<file path="src/rtl/pwm_multi_channel.sv">
// N-channel PWM generator with a register-mapped slave port and shadowed PERIOD/DUTY.
// Define PWM_CENTER_ALIGNED_EN to enable center-aligned (up/down) counting via CTRL[1].
`timescale 1ns/1ps
module pwm_multi_channel #(
  parameter int NUM_CH = 8,
  parameter int CNT_W  = 16,
  parameter int PRE_W  = 16,
  parameter int ADDR_W = 4,
  parameter int DATA_W = 32
) (
  input  logic              clk_clk,
  input  logic              reset_reset,
  input  logic              wr_en,
  input  logic              rd_en,
  input  logic [ADDR_W-1:0] addr,
  input  logic [DATA_W-1:0] wr_data,
  output logic [DATA_W-1:0] rd_data,
  output logic [NUM_CH-1:0] pwm_out,
  output logic              period_tick
);

  localparam logic [ADDR_W-1:0] ADDR_CTRL     = ADDR_W'(0);
  localparam logic [ADDR_W-1:0] ADDR_PERIOD   = ADDR_W'(1);
  localparam logic [ADDR_W-1:0] ADDR_PRESCALE = ADDR_W'(2);
  localparam logic [ADDR_W-1:0] ADDR_CHEN     = ADDR_W'(3);
  localparam int                DUTY_BASE     = 4;

  logic              ctrl_en_q, ctrl_en_d;
  logic              center_mode;
  logic [CNT_W-1:0]  period_sh_q, period_sh_d;
  logic [CNT_W-1:0]  period_act_q, period_act_d;
  logic [PRE_W-1:0]  prescale_q, prescale_d;
  logic [NUM_CH-1:0] chen_q, chen_d;
  logic [CNT_W-1:0]  duty_sh_q  [NUM_CH];
  logic [CNT_W-1:0]  duty_sh_d  [NUM_CH];
  logic [CNT_W-1:0]  duty_act_q [NUM_CH];
  logic [CNT_W-1:0]  duty_act_d [NUM_CH];
  logic [PRE_W-1:0]  pre_cnt_q, pre_cnt_d;
  logic [CNT_W-1:0]  cnt_q, cnt_d;
  logic              dir_down_q, dir_down_d;
  logic [NUM_CH-1:0] pwm_q, pwm_d;
  logic              period_tick_q, period_tick_d;
  logic [DATA_W-1:0] rd_data_q, rd_data_d;
  logic              tick;
  logic              boundary;
  logic              unused_wr_data;

`ifdef PWM_CENTER_ALIGNED_EN
  logic ctrl_center_q, ctrl_center_d;
  assign center_mode = ctrl_center_q;
`else
  assign center_mode = 1'b0;
`endif

  // Upper wr_data bits are architecturally ignored.
  assign unused_wr_data = ^wr_data;

  always_comb begin
    // NOTE: every _d signal takes its hold value first, so no path through this block can infer a latch.
    ctrl_en_d     = ctrl_en_q;
`ifdef PWM_CENTER_ALIGNED_EN
    ctrl_center_d = ctrl_center_q;
`endif
    period_sh_d   = period_sh_q;
    period_act_d  = period_act_q;
    prescale_d    = prescale_q;
    chen_d        = chen_q;
    duty_sh_d     = duty_sh_q;
    duty_act_d    = duty_act_q;
    pre_cnt_d     = pre_cnt_q;
    cnt_d         = cnt_q;
    dir_down_d    = dir_down_q;
    pwm_d         = '0;
    period_tick_d = 1'b0;
    rd_data_d     = rd_data_q;
    tick          = 1'b0;
    boundary      = 1'b0;

    // Reads see the shadow registers as they were before any same-cycle write.
    if (rd_en) begin
      rd_data_d = '0;
      if (addr == ADDR_CTRL)          rd_data_d = DATA_W'({center_mode, ctrl_en_q});
      else if (addr == ADDR_PERIOD)   rd_data_d = DATA_W'(period_sh_q);
      else if (addr == ADDR_PRESCALE) rd_data_d = DATA_W'(prescale_q);
      else if (addr == ADDR_CHEN)     rd_data_d = DATA_W'(chen_q);
      for (int i = 0; i < NUM_CH; i++) begin
        if (addr == ADDR_W'(DUTY_BASE + i)) rd_data_d = DATA_W'(duty_sh_q[i]);
      end
    end

    if (ctrl_en_q) begin
      tick      = (pre_cnt_q >= prescale_q);
      pre_cnt_d = tick ? '0 : pre_cnt_q + PRE_W'(1);
      if (tick) begin
        if (!center_mode) begin
          cnt_d      = (cnt_q >= period_act_q) ? '0 : cnt_q + CNT_W'(1);
          dir_down_d = 1'b0;
        end else if ((dir_down_q && cnt_q != '0) ||
                     (cnt_q >= period_act_q && period_act_q != '0)) begin
          cnt_d      = cnt_q - CNT_W'(1);
          dir_down_d = 1'b1;
        end else if (cnt_q >= period_act_q) begin
          cnt_d = '0;
        end else begin
          cnt_d = cnt_q + CNT_W'(1);
        end
        // Arriving at zero is the period boundary in both counting modes.
        boundary = (cnt_d == '0);
        if (boundary) dir_down_d = 1'b0;
      end
      period_tick_d = boundary;
      for (int i = 0; i < NUM_CH; i++) begin
        pwm_d[i] = chen_q[i] & (cnt_q < duty_act_q[i]);
      end
      if (boundary) begin
        period_act_d = period_sh_q;
        duty_act_d   = duty_sh_q;
      end
    end else begin
      pre_cnt_d    = '0;
      cnt_d        = '0;
      dir_down_d   = 1'b0;
      period_act_d = period_sh_q;
      duty_act_d   = duty_sh_q;
    end

    if (wr_en) begin
      if (addr == ADDR_CTRL) begin
        ctrl_en_d = wr_data[0];
`ifdef PWM_CENTER_ALIGNED_EN
        ctrl_center_d = wr_data[1];
`endif
      end
      if (addr == ADDR_PERIOD)   period_sh_d = wr_data[CNT_W-1:0];
      if (addr == ADDR_PRESCALE) prescale_d  = wr_data[PRE_W-1:0];
      if (addr == ADDR_CHEN)     chen_d      = wr_data[NUM_CH-1:0];
      for (int i = 0; i < NUM_CH; i++) begin
        if (addr == ADDR_W'(DUTY_BASE + i)) duty_sh_d[i] = wr_data[CNT_W-1:0];
      end
    end
  end

  // NOTE: state updates use non-blocking assignments only; blocking belongs in the always_comb above.
  always_ff @(posedge clk_clk or posedge reset_reset) begin
    if (reset_reset) begin
      ctrl_en_q     <= 1'b0;
`ifdef PWM_CENTER_ALIGNED_EN
      ctrl_center_q <= 1'b0;
`endif
      period_sh_q   <= '0;
      period_act_q  <= '0;
      prescale_q    <= '0;
      chen_q        <= '0;
      // NOTE: the duty arrays are flop banks that software reads back, so they are reset like any register.
      for (int i = 0; i < NUM_CH; i++) begin
        duty_sh_q[i]  <= '0;
        duty_act_q[i] <= '0;
      end
      pre_cnt_q     <= '0;
      cnt_q         <= '0;
      dir_down_q    <= 1'b0;
      pwm_q         <= '0;
      period_tick_q <= 1'b0;
      rd_data_q     <= '0;
    end else begin
      ctrl_en_q     <= ctrl_en_d;
`ifdef PWM_CENTER_ALIGNED_EN
      ctrl_center_q <= ctrl_center_d;
`endif
      period_sh_q   <= period_sh_d;
      period_act_q  <= period_act_d;
      prescale_q    <= prescale_d;
      chen_q        <= chen_d;
      duty_sh_q     <= duty_sh_d;
      duty_act_q    <= duty_act_d;
      pre_cnt_q     <= pre_cnt_d;
      cnt_q         <= cnt_d;
      dir_down_q    <= dir_down_d;
      pwm_q         <= pwm_d;
      period_tick_q <= period_tick_d;
      rd_data_q     <= rd_data_d;
    end
  end

  assign rd_data     = rd_data_q;
  assign pwm_out     = pwm_q;
  assign period_tick = period_tick_q;

endmodule

</file>
<file path="config.mk">
export PLATFORM = sky130hd
export DESIGN_NAME = pwm_multi_channel
export DESIGN_NICKNAME = d
export VERILOG_FILES = /design/src/rtl/pwm_multi_channel.sv
export SDC_FILE = /design/constraint.sdc
export NUM_CORES = 1
export LEC_CHECK = 0
export CORE_UTILIZATION = 25
export CTS_CLUSTER_DIAMETER = 200
export CTS_CLUSTER_SIZE = 10
export DETAILED_ROUTE_END_ITERATION = 8
export PLACE_DENSITY = 0.37
export SYNTH_ARGS = -nofsm -noshare
export SYNTH_HDL_FRONTEND = slang
export SYNTH_SLANG_ARGS = --single-unit
</file>
<file path="constraint.sdc">
create_clock -name clk_clk -period 24.2 [get_ports clk_clk]
set_clock_uncertainty 0.15 [all_clocks]
set_input_delay 2.42 -clock clk_clk [delete_from_list [all_inputs] [get_ports clk_clk]]
set_output_delay 2.42 -clock clk_clk [all_outputs]
set_load 0.02 [all_outputs]
</file>
# Yosys cells after proc, flatten, opt, wreduce, memory -nomap -nowiden
# Cells that the tools add are included.
# word_totals
ram_bits	0
mem_count	0
ff_bits	386
romBits	0
elab_cells	100
inputBits	40
latchBits	0
# classes
n_mux	27
reduce_logical	14
bitwise_logic	8
n_shift	0
n_lt_le_gt_ge	10
eq_ne	13
mul	0
addsub	2
n_div	0
# op_table
operator	n
$mux W32	11
$mux W128	2
$mux W16	9
$lt A16 B16 Y1	8
$add A16 B1 Y16 const B	2
$ge A16 B16 Y1	2
$reduce_and A2 Y1	12
$eq A4 B3 Y1 const B	4
$eq A4 B4 Y1 const B	4
$logic_not A16 Y1	1
$mux W8	2
$and A1 B1 Y1	8
$eq A4 B2 Y1 const B	2
$eq A4 B1 Y1 const B	1
$logic_not A4 Y1	1
$ne A2 B1 Y1 const B	2
$mux W1	3

# Longest topological paths before layout
# Gate-level depths: netlist of the first run.
# depth
word_depth	13
mapped_depth	12

# Worst setup path before layout of the first run
# No wires, ideal clock.
# synth_timing
path_type	input port to flip-flop
from	in addr[0]
to	reg rd_data_q[11] (netlist: rd_data[11])
path_slack_ns	19.689
setup_time_ns	0.135
t_arrival_ns	4.226
path_stages	6
cell_sequence	clkbuf_1 buf_1 buf_1 mux4_2 a21oi_1 a21oi_1
# synth_between
elab_chain_cells	12
elab_cells_between_ends	22
# synth_lines
item	line	text
start, declared	15	input logic [ADDR_W-1:0] addr,
$eq A4 B2 Y1	84	else if (addr == ADDR_PRESCALE) rd_data_d = DATA_W'(prescale_q);
$mux W32	84	
$mux W32	83	else if (addr == ADDR_PERIOD) rd_data_d = DATA_W'(period_sh_q);
$mux W32	82	if (addr == ADDR_CTRL) rd_data_d = DATA_W'({center_mode, ctrl_en_q});
$mux W32 (7 in a row)	87	if (addr == ADDR_W'(DUTY_BASE + i)) rd_data_d = DATA_W'(duty_sh_q[i]);
$mux W32 *	87	
end signal, assigned	181	rd_data_q <= rd_data_d;
end, declared	43	logic [DATA_W-1:0] rd_data_q, rd_data_d;
# Mark *: on every way between the ends. The rest lies on a longest branch, timed or not.
# A chain may end at the register's enable or synchronous reset.

# Final worst setup path of the first run
# layout_timing
from	in addr[1]
to	reg period_sh_q[13]
# layout_between
elab_chain_cells	2
# layout_lines
item	line	text
$eq A4 B1 Y1	134	if (addr == ADDR_PERIOD) period_sh_d = wr_data[CNT_W-1:0];
$reduce_and A2 Y1 (no source line)	n/a	
end signal, assigned	170	period_sh_q <= period_sh_d;
end, declared	30	logic [CNT_W-1:0] period_sh_q, period_sh_d;
# Every way passes these cells.

==> qor.yml, run 1 <==
io_buffer_count: 48
vdd_ir_drop_max_mv: 0.03986
clkLatencyLatePin_ps: 570
cpMostUsedCell: "buf_4"
initial_utilization_pct: 25.21
rows: 102
place_congestion: 0.8082
tightest_slew_ps: 1129
syn-cell-area_mm2: 0.01950
yosysSeqAreaShare_pct: 47.49
post_drt_wl_per_cell_um: 22.06
cp.arrival_ps: 5540
finalSetupTns_ps: 0
vias: 12960
p_per_area_mw_per_mm2: 87.65
grt_max_degree: 115
leakagePower_nw: 10.21
fmax_mhz: 190.6
drcViolationCount: 0
setup.worst_path.class: "input port to flop"
hp-class: "flop to flop"
clkSinkCount: 370
critPathCaptureType: "flop"
maxCapViolations: 0
synth_edf_count: 0
ios: 81
die_area_mm2: 0.07910
grt_pass1_vias: 13650
vias_per_cell: 4.689
overflow: 0
postCtsSetupRepairBufs: 0
yosys_warnings: 0
seqPwrFrac_pct: 46.5
crit_path_max_fanout: 33
wirelength_um: 60980
die-width_um: 281.3
p_sw_uw: 609.9
clk_transition_reported_paths_ps: 60
antenna_found_initial: 6
slowest_stage: "nand2_1"
drt_iter0_drc: 720
fin_crit_ps: 5246
design.core.area_mm2: 0.07734
clockBufferDepth: 3
max_stage_delay_ps: 820
critPathTopFamily: "simple AND/OR/NAND/NOR gates"
grt_use_met2_pct: 24.77
fillCellCount: 8108
status: "complete, no violations"
syn_to_final_growth_pct: 13.84
grt_usage_pct: 15.79
die_h_um: 281.3
rsz0062_at_grt: "false"
cts-root-buf: "clkbuf_16"
syn_avg_cell_area_um2: 11.57
place_inst: 2719
met3_usage_pct: 2.153
clock_power_share_pct: 29.1
startpoint_type: "input port"
period_share_pct: 21.68
cts_tree: "done"
crit_buf_inv: 4
layout.cells.non_filler: 2765
drive_gt1_share_pct: 21.07
setup_violations: 0
ys_ff_latch: 370
ant_nets: 0
first_pass_iters: 5
hold_viol: 0
synthArstFlopShare_pct: 100.0
cts.htree.levels: 2
dpl.hpwl_um: 41500
p_int_mw: 1.335
grt_busiest_layer: "met2"
ys_types: 60
slew_violations: 0
cts_hold_buf: 0
grt_pass1_wl_um: 91560
required_ps: 24490
cts_inserted_buffers: 42
slew_headroom_pct: 24.74
swShare_pct: 31.35
layout.nets: 1917
synth_cells: 1685
crit_chain: "buf_2 > buf_4 > buf_4 > nand2b_1 > nor2_1 > buf_4 > nand2_1 > mux2_2"
met1_usage_pct: 22.73
cts_resized: 0
synth_flop_cell: "dfrtp_1"
pwr-share-comb_pct: 24.4
registers in the layout, summed over array words and instances, names as in the netlist:
name / flops
chen_q: 8
cnt_q: 16
ctrl_en_q: 1
duty_act_q: 128
duty_sh_q: 128
period_act_q: 16
period_sh_q: 16
period_tick: 1
pre_cnt_q: 16
prescale_q: 16
pwm_out: 8
rd_data: 16
cells in the mapped netlist, types with 9 or more instances:
| cell | instances | area (um2) |
|---|---|---|
| nand4_1 | 23 | 143.9 |
| o21a_1 | 9 | 67.56 |
| nand2_1 | 67 | 251.5 |
| nor3_1 | 19 | 95.09 |
| dfrtp_1 | 370 | 9259 |
| a222oi_1 | 10 | 100.1 |
| a211oi_1 | 12 | 90.09 |
| clkbuf_1 | 56 | 210.2 |
| a21oi_1 | 48 | 240.2 |
| buf_2 | 10 | 50.05 |
| a22oi_1 | 21 | 157.7 |
| ha_1 | 154 | 1927 |
| mux2i_1 | 9 | 90.09 |
| a31oi_1 | 10 | 62.56 |
| o221ai_1 | 9 | 78.83 |
| and3_1 | 12 | 75.07 |
| nand2b_1 | 9 | 56.30 |
| a21o_1 | 21 | 157.7 |
| mux2_2 | 260 | 2928 |
| nor2_1 | 67 | 251.5 |
| buf_4 | 16 | 120.1 |
| mux2_1 | 60 | 675.7 |
| a21boi_0 | 13 | 97.59 |
| nor2b_1 | 14 | 87.58 |
| xor2_1 | 11 | 96.34 |
| buf_1 | 11 | 41.29 |
| o21ai_0 | 70 | 350.3 |
| nand3_1 | 23 | 115.1 |
| inv_1 | 167 | 626.9 |
layout by cell type (no fill, tap or decap), types with 8 or more instances in the layout:
cell type          n
mux2i_1            9
and3_1            12
mux2_2           260
nand3_1           23
clkbuf_16         43
clkdlybuf4s50_1   46
dfrtp_1          370
conb_1            16
a22oi_1           21
o2bb2ai_1          8
ha_1             154
inv_1            166
nand4_1           23
and4b_1            8
buf_4             31
a21boi_0          13
mux2_1            60
a21o_1            21
nor3_1            18
o221ai_1           9
a211oi_1          12
a222oi_1          10
xnor2_1            8
nand2_1           67
nand2b_1           9
o21ai_0           70
nor2_1            64
nor2b_1           13
o21a_1             9
a21oi_1           48
a31oi_1           10
xor2_1            11
worst reg2reg max path, delay by kind of cell (launching register included):
family | cells | cell delay (ps)
buffers and inverters | 2 | 1530
flip-flops | 1 | 920
AND/OR/NAND/NOR | 3 | 890
AO/OA/AOI/OAI | 3 | 720
multiplexers | 1 | 500
adder cells (fa/ha/maj) | 1 | 400
cells by family after synthesis:
family,count (synthesis),synth area share (%)
AND/OR/NAND/NOR,272,7.143
adder cells (fa/ha/maj),154,9.883
AO/OA/AOI/OAI,266,9.075
multiplexers,336,19.75
other,1,0.01923
XOR/XNOR,19,0.8536
flip-flops,370,47.49
buffers and inverters,267,5.782
layer usage:
layer  wire (um)  part of all wire, %
met5          23                0.038
met4        1260                  2.1
met3        1957                  3.2
met2       27210                   45
met1       30530                   50
layout make-up:
type / count / area (um2) / area share (%)
clock inverters: 1 / 8.758 / 0.03946
well taps: 1040 / 1301 / 5.863
flip-flops and latches: 370 / 9259 / 41.72
inverters: 167 / 634.4 / 2.858
diodes: 2 / 5.005 / 0.02255
multi-input cells: 1063 / 9208 / 41.48
clock buffers: 43 / 1076 / 4.848
repair buffers: 79 / 703.2 / 3.168
power by group through the flow:
| stage | registers, mW | logic [mW] | clock network (mW) |
|---|---|---|---|
| after floorplan | 0.877 | 0.358 | 0 |
| after global placement | 0.913 | 0.475 | 0 |
| after detailed placement | 0.917 | 0.481 | 0 |
| after CTS | 0.907 | 0.485 | 0.592 |
| after global routing | 0.929 | 0.537 | 0.612 |
| final | 0.905 | 0.474 | 0.566 |
through the flow:
| stage | hold WS [ps] | util [%] | instance area (um2) | worst slack, ps | power, mW |
|---|---|---|---|---|---|
| floorplan | 302.2 | - | 19550 | 11360 | 1.235 |
| global placement | 319.6 | 27.29 | 21110 | 18430 | 1.388 |
| detailed placement | 319.3 | 27.29 | 21110 | 18390 | 1.398 |
| CTS | 336.2 | 28.69 | 22190 | 18960 | 1.983 |
| global route | 346.3 | 28.69 | 22190 | 18690 | 2.078 |
| finish | 333.4 | 28.70 | 22200 | 18950 | 1.945 |
final timing paths:
check	start	endpoint	slack, ps	cells after the start
hold reg to reg	duty_act_q[16]$_DFFE_PP0P_	duty_act_q[16]$_DFFE_PP0P_	330	1
max in group asynchronous	reset_reset	duty_sh_q[113]$_DFFE_PP0P_	19200	4
min in group asynchronous	reset_reset	duty_act_q[44]$_DFFE_PP0P_	2240	2
setup / recovery	addr[1]	period_sh_q[13]$_DFFE_PP0P_	18950	8
setup reg to reg	cnt_q[1]$_DFFE_PP0P_	duty_act_q[67]$_DFFE_PP0P_	18970	10
hold / removal	duty_act_q[16]$_DFFE_PP0P_	duty_act_q[16]$_DFFE_PP0P_	330	1
No activity file was read; power rests on OpenSTA's default activity.
==> run 2: changes to the inputs <==
clock period = 5.1 ns   (was 24.2 ns; I/O delays follow)
==> qor.yml, run 2 (synthesis results as in run 1) <==
ant_nets: 0
syn_to_final_growth_pct: 14.57
startpoint_type: "flop"
first_pass_iters: 7
swShare_pct: 31.42
vias: 13060
layout.cells.non_filler: 2776
drt_iter0_drc: 621
fmax_mhz: 243.8
grt_pass1_wl_um: 92120
initial_utilization_pct: 25.21
grt_pass1_vias: 13600
layout_commonest_cell: "dfrtp_1"
drive_gt1_share_pct: 21.67
hp-class: "input port to asynchronous set/reset pin"
cts-root-buf: "clkbuf_16"
rows: 102
dpl.hpwl_um: 42110
cts_tree: "done"
p_total_mw: 9.254
p_per_area_mw_per_mm2: 414.3
seqPwrFrac_pct: 46.4
maxCapViolations: 0
clockBufferDepth: 3
pwr-share-comb_pct: 24.6
slew_headroom_pct: 23.99
critPathCaptureType: "flop"
layout.nets: 1929
setup.worst_path.class: "flop to flop"
crit_path_max_fanout: 43
required_ps: 5390
die-width_um: 281.3
vias_per_cell: 4.706
cts_resized: 0
reg_top3: "duty_act_q (128), duty_sh_q (128)"
tightest_slew_ps: 1137
status: "complete, no violations"
io_buffer_count: 48
drcViolationCount: 0
grt_max_degree: 102
overflow: 0
rsz0062_at_grt: "false"
place_congestion: 0.8143
vdd_ir_drop_max_mv: 0.1891
clkSinkCount: 370
fin_crit_ps: 4102
clock_power_share_pct: 29.0
period_share_pct: 80.42
cts_inserted_buffers: 42
fillCellCount: 8089
cp.arrival_ps: 4390
p_int_mw: 6.347
wirelength_um: 61110
hold_viol: 0
die_area_mm2: 0.07910
final_cell_mix: "dfrtp_1, mux2_2, inv_1, ha_1, o21ai_0"
grt_usage_pct: 15.88
die_h_um: 281.3
clk_transition_reported_paths_ps: 60
slew_violations: 0
antenna_found_initial: 3
design.core.area_mm2: 0.07734
ios: 81
cts_hold_buf: 0
leakagePower_nw: 10.28
setup_violations: 0
postCtsSetupRepairBufs: 0
dpl-instance-area_mm2: 0.02125
p_sw_mw: 2.908
post_drt_wl_per_cell_um: 22.01
design_area_mm2: 0.02234
place_inst: 2731
cts.htree.levels: 2
final_util_pct: 28.88
clkLatencyLatePin_ps: 570
[run 2: worst max-delay path: stages (launching register included)]
cell and delay, ps:
dfrtp_1 970, nand3_1 390, nor3_1 500, nand3_1 130
a221oi_1 390, a31oi_2 180, o21ai_4 210, buf_4 590
mux2_2 410
[run 2: per-stage QoR]
stage | hold slack (ps) | setup TNS [ps] | worst slack [ps]
final | 315.9 | 0 | 998.4
after detailed placement | 324.1 | 0 | 957.9
after floorplan | 302.2 | -194680 | -526.2
after global placement | 319.8 | 0 | 986.7
after CTS | 318.2 | 0 | 935.1
after global routing | 351.0 | 0 | 789.3
[run 2: cell type report]
class | instances | area [um2] | area share, %
Clock buffer | 43 | 1076 | 4.817
Tap cell | 1040 | 1301 | 5.826
Sequential cell | 370 | 9259 | 41.45
Multi-Input combinational cell | 1063 | 9208 | 41.22
Antenna cell | 1 | 2.502 | 0.01120
Timing Repair Buffer | 91 | 850.8 | 3.809
Clock inverter | 1 | 8.758 | 0.03921
Inverter | 167 | 630.6 | 2.823
[run 2: path summary, 6_finish.rpt]
path | start | to | slack, ps | cells after the start
min | reset_reset | pwm_out[5]$_DFF_PP0_ | 320 | 2
min in group clk_clk | period_act_q[13]$_DFFE_PP0P_ | period_act_q[13]$_DFFE_PP0P_ | 330 | 1
min reg2reg | period_act_q[13]$_DFFE_PP0P_ | period_act_q[13]$_DFFE_PP0P_ | 330 | 1
max | cnt_q[2]$_DFFE_PP0P_ | duty_act_q[84]$_DFFE_PP0P_ | 1000 | 8
max in group asynchronous | reset_reset | prescale_q[7]$_DFFE_PP0P_ | 3210 | 4
max reg2reg | cnt_q[2]$_DFFE_PP0P_ | duty_act_q[84]$_DFFE_PP0P_ | 1000 | 8
[run 2: per-layer routing]
layer / track usage [%] / routed length [um] / vias to the layer above
li1: - / - / 6044
met1: 22.72 / 30120 / 6732
met2: 24.86 / 27480 / 226
met3: 2.344 / 2355 / 62
met4: 4.027 / 1153 / 0
met5: 0 / 0 / -
[run 2: power by group through the flow]
| stage | clock (mW) | sequential (mW) | combinational (mW) |
|---|---|---|---|
| 6_report | 2.69 | 4.29 | 2.28 |
| 2_1_floorplan | 0 | 4.16 | 1.70 |
| 3_5_place_dp | 0 | 4.35 | 2.31 |
| 5_1_grt | 2.92 | 4.41 | 2.58 |
| 3_3_place_gp | 0 | 4.33 | 2.28 |
| 4_1_cts | 2.81 | 4.30 | 2.33 |
